--- config.mk ---
export PLATFORM = sky130hd
export DESIGN_NAME = ysyx_23060203_csr_file
export DESIGN_NICKNAME = d
export VERILOG_FILES = /design/src/rtl/ysyx_23060203_csr_pkg.sv /design/src/rtl/ysyx_23060203_csr_counter64.sv /design/src/rtl/ysyx_23060203_csr_file.sv
export SDC_FILE = /design/constraint.sdc
export NUM_CORES = 1
export LEC_CHECK = 0
export CORE_UTILIZATION = 44
export DETAILED_ROUTE_END_ITERATION = 8
export PLACE_DENSITY_LB_ADDON = 0.12
export SYNTH_ARGS = -nofsm -noshare
export SYNTH_HDL_FRONTEND = slang
export SYNTH_SLANG_ARGS = --single-unit
--- constraint.sdc ---
create_clock -name clk -period 6.8 [get_ports clk]
set_input_delay 1.02 -clock clk [delete_from_list [all_inputs] [get_ports clk]]
set_output_delay 1.02 -clock clk [all_outputs]
set_load 0.005 [all_outputs]
--- src/rtl/ysyx_23060203_csr_pkg.sv ---
// Shared CSR addresses, access-op encoding, mstatus bit positions and the
// read-modify-write helper used by the CSR file.
package ysyx_23060203_csr_pkg;

  localparam logic [11:0] CSR_MSTATUS   = 12'h300;
  localparam logic [11:0] CSR_MISA      = 12'h301;
  localparam logic [11:0] CSR_MTVEC     = 12'h305;
  localparam logic [11:0] CSR_MSCRATCH  = 12'h340;
  localparam logic [11:0] CSR_MEPC      = 12'h341;
  localparam logic [11:0] CSR_MCAUSE    = 12'h342;
  localparam logic [11:0] CSR_MTVAL     = 12'h343;
  localparam logic [11:0] CSR_MCYCLE    = 12'hB00;
  localparam logic [11:0] CSR_MINSTRET  = 12'hB02;
  localparam logic [11:0] CSR_MCYCLEH   = 12'hB80;
  localparam logic [11:0] CSR_MINSTRETH = 12'hB82;
  localparam logic [11:0] CSR_MVENDORID = 12'hF11;
  localparam logic [11:0] CSR_MARCHID   = 12'hF12;
  localparam logic [11:0] CSR_MIMPID    = 12'hF13;
  localparam logic [11:0] CSR_MHARTID   = 12'hF14;

  typedef enum logic [1:0] {
    CSR_OP_NONE = 2'b00,
    CSR_OP_RW   = 2'b01,
    CSR_OP_RS   = 2'b10,
    CSR_OP_RC   = 2'b11
  } csr_op_e;

  localparam int MSTATUS_MIE    = 3;
  localparam int MSTATUS_MPIE   = 7;
  localparam int MSTATUS_MPP_LO = 11;
  localparam int MSTATUS_MPP_HI = 12;

  localparam logic [31:0] MISA_VALUE = 32'h40000100;

  function automatic logic [31:0] csr_apply_op(csr_op_e op, logic [31:0] old_val,
                                               logic [31:0] operand);
    logic [31:0] res;
    res = old_val;
    case (op)
      CSR_OP_RW: res = operand;
      CSR_OP_RS: res = old_val | operand;
      CSR_OP_RC: res = old_val & ~operand;
      default:   res = old_val;
    endcase
    return res;
  endfunction

endpackage

--- src/rtl/ysyx_23060203_csr_counter64.sv ---
// 64-bit counter with independently writable 32-bit halves; a write to either
// half takes effect next cycle and suppresses that cycle's increment.
module ysyx_23060203_csr_counter64 (
  input  logic        clk,
  input  logic        rst,
  input  logic        inc,
  input  logic        wen_lo,
  input  logic        wen_hi,
  input  logic [31:0] wdata,
  output logic [63:0] value
);

  always_ff @(posedge clk) begin
    if (rst) begin
      value <= '0;
    end else if (wen_lo) begin
      value[31:0] <= wdata;
    end else if (wen_hi) begin
      value[63:32] <= wdata;
    end else if (inc) begin
      value <= value + 64'd1;
    end
  end

endmodule

--- src/rtl/ysyx_23060203_csr_file.sv ---
// Machine-mode CSR file: combinational read/illegal decode, single-cycle
// trap entry / mret / Zicsr write (trap > mret > write), 64-bit counters.
module ysyx_23060203_csr_file
  import ysyx_23060203_csr_pkg::*;
#(
  parameter int              XLEN        = 32,
  parameter logic [XLEN-1:0] MVENDORID   = 32'h79737978,
  parameter logic [XLEN-1:0] MARCHID     = 32'h015fdeeb,
  parameter logic [XLEN-1:0] MHARTID     = '0,
  parameter int              VECTORED_EN = 1
) (
  input  logic            clk,
  input  logic            rst,
  input  logic            csr_valid,
  input  logic [1:0]      csr_op,
  input  logic            csr_wen,
  input  logic [11:0]     csr_addr,
  input  logic [XLEN-1:0] csr_wdata,
  output logic [XLEN-1:0] csr_rdata,
  output logic            csr_illegal,
  input  logic            trap_valid,
  input  logic [XLEN-1:0] trap_cause,
  input  logic [XLEN-1:0] trap_pc,
  input  logic [XLEN-1:0] trap_tval,
  input  logic            mret_valid,
  input  logic            instret_inc,
  output logic [XLEN-1:0] trap_target,
  output logic [XLEN-1:0] mret_target,
  output logic            mie_o
);

  csr_op_e     op;
  logic        mie;
  logic        mpie;
  logic [31:0] mtvec;
  logic [31:0] mscratch;
  logic [31:0] mepc;
  logic [31:0] mcause;
  logic [31:0] mtval;
  logic [63:0] mcycle;
  logic [63:0] minstret;

  logic [31:0] mstatus_val;
  logic [31:0] rd_val;
  logic        implemented;
  logic        write_req;
  logic        csr_we;
  logic [31:0] new_val;
  logic [31:0] vec_off;

  assign op = csr_op_e'(csr_op);

  always_comb begin
    mstatus_val                               = '0;
    mstatus_val[MSTATUS_MIE]                  = mie;
    mstatus_val[MSTATUS_MPIE]                 = mpie;
    mstatus_val[MSTATUS_MPP_HI:MSTATUS_MPP_LO] = 2'b11;
  end

  always_comb begin
    implemented = 1'b1;
    rd_val      = '0;
    case (csr_addr)
      CSR_MSTATUS:   rd_val = mstatus_val;
      CSR_MISA:      rd_val = MISA_VALUE;
      CSR_MTVEC:     rd_val = mtvec;
      CSR_MSCRATCH:  rd_val = mscratch;
      CSR_MEPC:      rd_val = mepc;
      CSR_MCAUSE:    rd_val = mcause;
      CSR_MTVAL:     rd_val = mtval;
      CSR_MCYCLE:    rd_val = mcycle[31:0];
      CSR_MCYCLEH:   rd_val = mcycle[63:32];
      CSR_MINSTRET:  rd_val = minstret[31:0];
      CSR_MINSTRETH: rd_val = minstret[63:32];
      CSR_MVENDORID: rd_val = MVENDORID;
      CSR_MARCHID:   rd_val = MARCHID;
      CSR_MIMPID:    rd_val = '0;
      CSR_MHARTID:   rd_val = MHARTID;
      default: begin
        implemented = 1'b0;
        rd_val      = '0;
      end
    endcase
  end

  // Address space 0xC00-0xFFF is read-only: writing there is illegal.
  assign write_req   = csr_wen & (op != CSR_OP_NONE);
  assign csr_illegal = csr_valid & (~implemented | ((csr_addr[11:10] == 2'b11) & write_req));
  assign csr_rdata   = csr_illegal ? '0 : rd_val;

  assign csr_we  = csr_valid & write_req & ~csr_illegal & ~trap_valid & ~mret_valid;
  assign new_val = csr_apply_op(op, rd_val, csr_wdata);

  always_ff @(posedge clk) begin
    if (rst) begin
      mie      <= 1'b0;
      mpie     <= 1'b0;
      mtvec    <= '0;
      mscratch <= '0;
      mepc     <= '0;
      mcause   <= '0;
      mtval    <= '0;
    end else if (trap_valid) begin
      mepc   <= trap_pc & ~32'h3;
      mcause <= trap_cause;
      mtval  <= trap_tval;
      mpie   <= mie;
      mie    <= 1'b0;
    end else if (mret_valid) begin
      mie  <= mpie;
      mpie <= 1'b1;
    end else if (csr_we) begin
      case (csr_addr)
        CSR_MSTATUS: begin
          mie  <= new_val[MSTATUS_MIE];
          mpie <= new_val[MSTATUS_MPIE];
        end
        CSR_MTVEC:    mtvec    <= {new_val[31:2], 1'b0, (VECTORED_EN != 0) & new_val[0]};
        CSR_MSCRATCH: mscratch <= new_val;
        CSR_MEPC:     mepc     <= new_val & ~32'h3;
        CSR_MCAUSE:   mcause   <= new_val;
        CSR_MTVAL:    mtval    <= new_val;
        default: ;
      endcase
    end
  end

  ysyx_23060203_csr_counter64 u_mcycle (
    .clk    (clk),
    .rst    (rst),
    .inc    (1'b1),
    .wen_lo (csr_we & (csr_addr == CSR_MCYCLE)),
    .wen_hi (csr_we & (csr_addr == CSR_MCYCLEH)),
    .wdata  (new_val),
    .value  (mcycle)
  );

  ysyx_23060203_csr_counter64 u_minstret (
    .clk    (clk),
    .rst    (rst),
    .inc    (instret_inc),
    .wen_lo (csr_we & (csr_addr == CSR_MINSTRET)),
    .wen_hi (csr_we & (csr_addr == CSR_MINSTRETH)),
    .wdata  (new_val),
    .value  (minstret)
  );

  // Shifting the whole cause drops bits 31:30, which is exactly 4*cause[30:0] mod 2^32.
  assign vec_off     = trap_cause << 2;
  assign trap_target = {mtvec[31:2], 2'b00} + ((mtvec[0] & trap_cause[31]) ? vec_off : 32'h0);
  assign mret_target = mepc;
  assign mie_o       = mie;

endmodule

==> impl_metrics.toml, run 1 <==
[sta]
fin_tns_setup_ps = 0
max_freq_mhz = 154
setup_viol = 0
period_minus_slack_ps = 6480
period_share = 0.952
finalHoldViolCount = 0
slew_headroom = 0.105
tightestPinTransition_ps = 1330
slew_violations = 0
rsz0062_at_grt = "false"
fin_skew_ps = 13.6

[global_route]
grt_max_degree = 109
grt_usage = 0.401
grt_pass1_wl_mm = 132
antenna_found_initial = 1
grt_pass1_vias = 19600
grt_overflow = 0

[critical_path]
required_ps = 5780
reg2reg_to = "u_minstret.value[60]"
r2r-start = "u_minstret.value[0]"
critPathKind = "in2out"
r2r_cells = 9
critPathLaunch = "trap_cause[31]"
end_kind = "output pin"
arrival_ps = 5460
crit_fanout = 10
startpoint_type = "primary input"
rrSetupSlack_ps = 2900

[final_layout]
drive_above_1_share = 0.0782
synthToLayoutAreaGrowth_pct = 20.8
seq_area_sq_um = 5750
multi_input_area_sq_um = 12600
post-route-util = 0.541
n_fill_cell = 4151
final_nets = 2840

[routing]
drt_iter0_drc = 2924
ant_nets = 0
drtPass1Iterations = 9
wl_per_cell_um = 28.1
wl_mm = 91.9
vias = 21700
drc = 0
post_drt_via_cell_ratio = 6.64

[worst_hold_path]
hold_end = "mscratch[17]"
min_from = "mscratch[17]"
min-delay-path-class = "reg2reg"
holdPathStages = 2

[clock_tree]
clk_latency_ps = 560
post_cts_buffers = 0
cts-root-buf = "clkbuf_16"
clk_pin_slew_ps = 60
tritoncts = "done"
cts.path.max_buffers = 3
cts_buffers = 36
cts_resized = 0
clock-sinks = 287
htreeDepth = 2
hold_buffers = 0

[status]
outcome = "complete, no violations"

[yosys]
yosysSeqAreaShare = 0.297
synth_cell_types = 100
synthesis.area_sq_um = 19400
yosys_warnings = 0
synth-edff-count = 0
synth_area_per_cell_sq_um = 7.65
ys_ff_latch = 287
async_reset_ff_frac = 0
yosys_most_used_dff = "dfxtp_1"
syn_inst = 2533

[pwr]
p_total_uw = 4220
p_leak_uw = 0.00813
vdd_drop_max_mv = 0.129
power_density_nw_per_um2 = 181

[floorplanning]
core_sq_um = 43300
boundaryPins = 247
row_count = 76
start_util = 0.448
die_w_um = 212
dieArea_sq_um = 44900
die_h_um = 212

[place]
hpwl_mm = 67.8
io_buffer_count = 240
gp_congestion = 1.03

[flow_run]
cap_violations = 0
[cell usage in the layout (no fill, tap or decap), types with 11 or more instances in the layout]
master and n:
a21oi_1 226, clkdlybuf4s50_1 236, dfxtp_1 287, nor2_1 317, o22ai_1 11, nand3_1 64, a211oi_1 134, nand4_1 67
a21o_1 20, and4_1 19, a31oi_1 14, nand2_1 248, mux2i_1 27, a22oi_1 51, nor3_1 53, a211o_1 81
ha_1 31, xnor2_1 76, a221oi_1 23, nor4_1 26, inv_1 40, clkbuf_1 11, and2_1 20, mux2_2 12
a22o_1 47, o21ai_0 81, o21a_1 11, buf_4 74, and3_1 56, or3_1 12, clkbuf_16 37, xor2_1 32
nor3b_1 11
[final cells by class]
type	count	area share
clock inverter	9	0.00455
timing repair buffer	317	0.129
antenna	1	0.000107
inverter	40	0.00642
tap	585	0.0313
multi-input combinational	1977	0.537
clock buffer	57	0.0466
sequential	287	0.246
[routing by layer]
metal | global-route usage | share of wire
met1 | 0.544 | 0.41
met2 | 0.601 | 0.43
met3 | 0.0975 | 0.11
met4 | 0.174 | 0.044
met5 | 0 | 0
[worst max-delay path, cell delays in order]
cell,delay [ps]
clkdlybuf4s50_1,680
and3_1,220
ha_1,210
fa_1,250
a211oi_1,110
or4_1,540
a311o_1,360
a2111oi_2,460
o211ai_1,240
and2_1,240
o311a_1,340
a311o_1,340
clkdlybuf4s50_1,450
[power by group]
| group | switching (uW) | leakage [uW] | internal [uW] |
|---|---|---|---|
| logic | 303 | 0.00521 | 192 |
| registers | 36.3 | 0.00233 | 1720 |
| clock network | 796 | 0.000591 | 1180 |
[kinds of logic after synthesis]
kind of cell	count (synthesis)	share of synthesized area
adder cells (fa/ha/maj)	32	0.0211
XOR/XNOR	108	0.0488
buffers and inverters	272	0.0616
AO/OA/AOI/OAI	815	0.296
multiplexers	43	0.0256
AND/OR/NAND/NOR	975	0.250
other	1	0.000194
flip-flops	287	0.297
[sequential cells by signal, indices dropped and copies added, names as in the netlist]
register	cells
u_mcycle.value	64
u_minstret.value	64
mcause	32
mscratch	32
mtval	32
mtvec	31
mret_target	30
mie_o	1
mpie	1
[how the worst max path moves through the flow]
stage / cells after the start / endpoint
after global routing: 13 / trap_target[30]
final: 13 / trap_target[30]
after global placement: 13 / trap_target[30]
after detailed placement: 13 / trap_target[30]
after floorplan: 12 / trap_target[30]
after CTS: 13 / trap_target[30]
[stage by stage]
stage                     instances  hold slack, ps  cell area [sq um]  setup slack [ps]
after floorplan                2536             444              19400              1790
after detailed placement       3206             482              22200               331
after CTS                      3272             493              23400               303
after global placement         3206             476              22200               311
final                          3273             499              23400               324
after global routing           3272             517              23400               150
[cell usage after synthesis (all sizes together) (9+ instances only)]
| library cell | instances | area share |
|---|---|---|
| o21a | 11 | 0.0043 |
| a221oi | 23 | 0.010 |
| nor3b | 11 | 0.0043 |
| o21ai | 89 | 0.023 |
| a221o | 9 | 0.0047 |
| mux2i | 27 | 0.014 |
| a2111oi | 12 | 0.0061 |
| a21o | 20 | 0.0078 |
| mux2 | 12 | 0.0070 |
| xnor2 | 76 | 0.034 |
| and4 | 19 | 0.0086 |
| a21oi | 226 | 0.058 |
| nand3 | 64 | 0.017 |
| buf | 89 | 0.026 |
| nand4 | 68 | 0.022 |
| a31oi | 15 | 0.0056 |
| o211ai | 10 | 0.0039 |
| nor2 | 318 | 0.062 |
| a22oi | 53 | 0.022 |
| nor4 | 28 | 0.0097 |
| and3 | 56 | 0.018 |
| inv | 40 | 0.0078 |
| ha | 31 | 0.020 |
| a22o | 47 | 0.021 |
| clkbuf | 143 | 0.028 |
| or3 | 12 | 0.0039 |
| xor2 | 32 | 0.014 |
| o22ai | 12 | 0.0046 |
| nand2 | 249 | 0.048 |
| and2 | 22 | 0.0071 |
| a211o | 81 | 0.037 |
| a211oi | 134 | 0.052 |
| dfxtp | 287 | 0.30 |
| nor3 | 65 | 0.021 |
| nor2b | 9 | 0.0029 |
Note: power is estimated with default switching activity, not from simulation.
==> inputs of run 2 (changes only) <==
--- a/config.mk
+++ b/config.mk
@@ -6,6 +6,7 @@
 export NUM_CORES = 1
 export LEC_CHECK = 0
 export CORE_UTILIZATION = 44
+export CTS_CLUSTER_DIAMETER = 30
 export DETAILED_ROUTE_END_ITERATION = 8
 export PLACE_DENSITY_LB_ADDON = 0.12
 export SYNTH_ARGS = -nofsm -noshare
==> impl_metrics.toml, run 2 (synthesized netlist as in run 1, its figures left out) <==
[final_layout]
final_cell_mix = "317 x nor2_1, 287 x dfxtp_1, 248 x nand2_1, 236 x clkdlybuf4s50_1, 226 x a21oi_1"
finalNonFillerCells = 3347
antennaDiodeCount = 0
synthToLayoutAreaGrowth_pct = 28.3
n_fill_cell = 3970
layout_commonest_cell = "nor2_1"
final_nets = 2883
top_regs = "u_mcycle.value (64), u_minstret.value (64)"
drive_above_1_share = 0.103

[clock_tree]
clock-sinks = 287
clk_latency_ps = 620
cts-root-buf = "clkbuf_16"
hold_buffers = 0
post_cts_buffers = 0
cts_buffers = 79
cts_resized = 0
cts.path.max_buffers = 3
clk_pin_slew_ps = 40
htreeDepth = 3
tritoncts = "done"

[critical_path]
crit_fanout = 10
rrSetupSlack_ps = 2900
reg2reg_to = "u_minstret.value[60]"
required_ps = 5780
cp-endpoint = "trap_target[30]"
arrival_ps = 5470
r2r-start = "u_minstret.value[0]"
critPathKind = "in2out"
end_kind = "output pin"
critPathLaunch = "trap_cause[31]"
r2r_cells = 9
startpoint_type = "primary input"

[routing]
post_drt_via_cell_ratio = 6.58
wl_mm = 92.7
drt_iter0_drc = 3136
drc = 0
wl_per_cell_um = 27.7
drtPass1Iterations = 6
ant_nets = 0
vias = 22000

[sta]
rsz0062_at_grt = "false"
fin_tns_setup_ps = 0
period_share = 0.954
slew_violations = 0
max_freq_mhz = 154
period_minus_slack_ps = 6490
tightestPinTransition_ps = 1370
fin_skew_ps = 27.2
finalHoldViolCount = 0
slew_headroom = 0.0866
setup_viol = 0

[floorplanning]
start_util = 0.448
die_w_um = 212
dieArea_sq_um = 44900
core_sq_um = 43300
die_h_um = 212
boundaryPins = 247
row_count = 76

[pwr]
vdd_drop_max_mv = 0.169
power_density_nw_per_um2 = 240
p_leak_uw = 0.00885

[place]
io_buffer_count = 240
dp.cells = 3206
hpwl_mm = 67.8
gp_congestion = 1.03

[global_route]
grt_pass1_wl_mm = 134
grt_usage = 0.407
grt_overflow = 0
antenna_found_initial = 0
grt_pass1_vias = 20200
grt_max_degree = 109

[flow_run]
cap_violations = 0

[worst_hold_path]
min-delay-path-class = "reg2reg"

[status]
outcome = "complete, no violations"
run 2: worst max-delay path, cell delays in order:
cell	delay, ps
clkdlybuf4s50_1	680
and3_1	220
ha_1	200
fa_1	250
a211oi_1	110
or4_1	540
a311o_1	370
a2111oi_2	470
o211ai_1	240
and2_1	240
o311a_1	340
a311o_1	340
clkdlybuf4s50_1	450
run 2: how the worst min path moves through the flow:
stage | from | endpoint | slack (ps) | cells after the start
floorplan | u_mcycle.value[24] | u_mcycle.value[24] | 440 | 2
global placement | mscratch[11] | mscratch[11] | 480 | 2
detailed placement | u_mcycle.value[24] | u_mcycle.value[24] | 480 | 2
CTS | u_mcycle.value[24] | u_mcycle.value[24] | 490 | 2
global route | mscratch[30] | mscratch[30] | 520 | 2
finish | u_mcycle.value[24] | u_mcycle.value[24] | 490 | 2
run 2: metal layers:
layer	vias up	GRT usage	wire length [um]	part of all wire
met3	265	0.0970	11000	0.12
met4	0	0.192	4570	0.049
met2	1455	0.605	39800	0.43
met5	-	0	0	0
li1	9779	-	-	-
met1	10500	0.550	37200	0.40
run 2: final cells by class:
type                    count  area, sq um  share of cell area
multi-input cells        1977        12600               0.505
flip-flops and latches    287         5750               0.231
repair buffers            317         3010               0.121
clock buffers             105         2230              0.0895
well taps                 585          732              0.0294
clock inverters            36          434              0.0175
inverters                  40          150             0.00604
run 2: metrics by stage:
stage / util / setup slack [ps] / total power [uW] / instance area (sq um) / hold WS [ps]
finish: 0.574 / 309 / 5960 / 24900 / 494
global route: 0.574 / 150 / 6100 / 24900 / 515
CTS: 0.574 / 303 / 5950 / 24900 / 490
detailed placement: 0.513 / 331 / 2270 / 22200 / 482
global placement: 0.513 / 311 / 2260 / 22200 / 476
floorplan: - / 1790 / 2010 / 19400 / 444
run 2: where the power goes:
part | switching (uW) | total, uW | leakage (uW) | internal, uW
Clock | 1160 | 3710 | 0.00131 | 2550
Combinational | 304 | 495 | 0.00521 | 192
Sequential | 37.0 | 1760 | 0.00233 | 1720
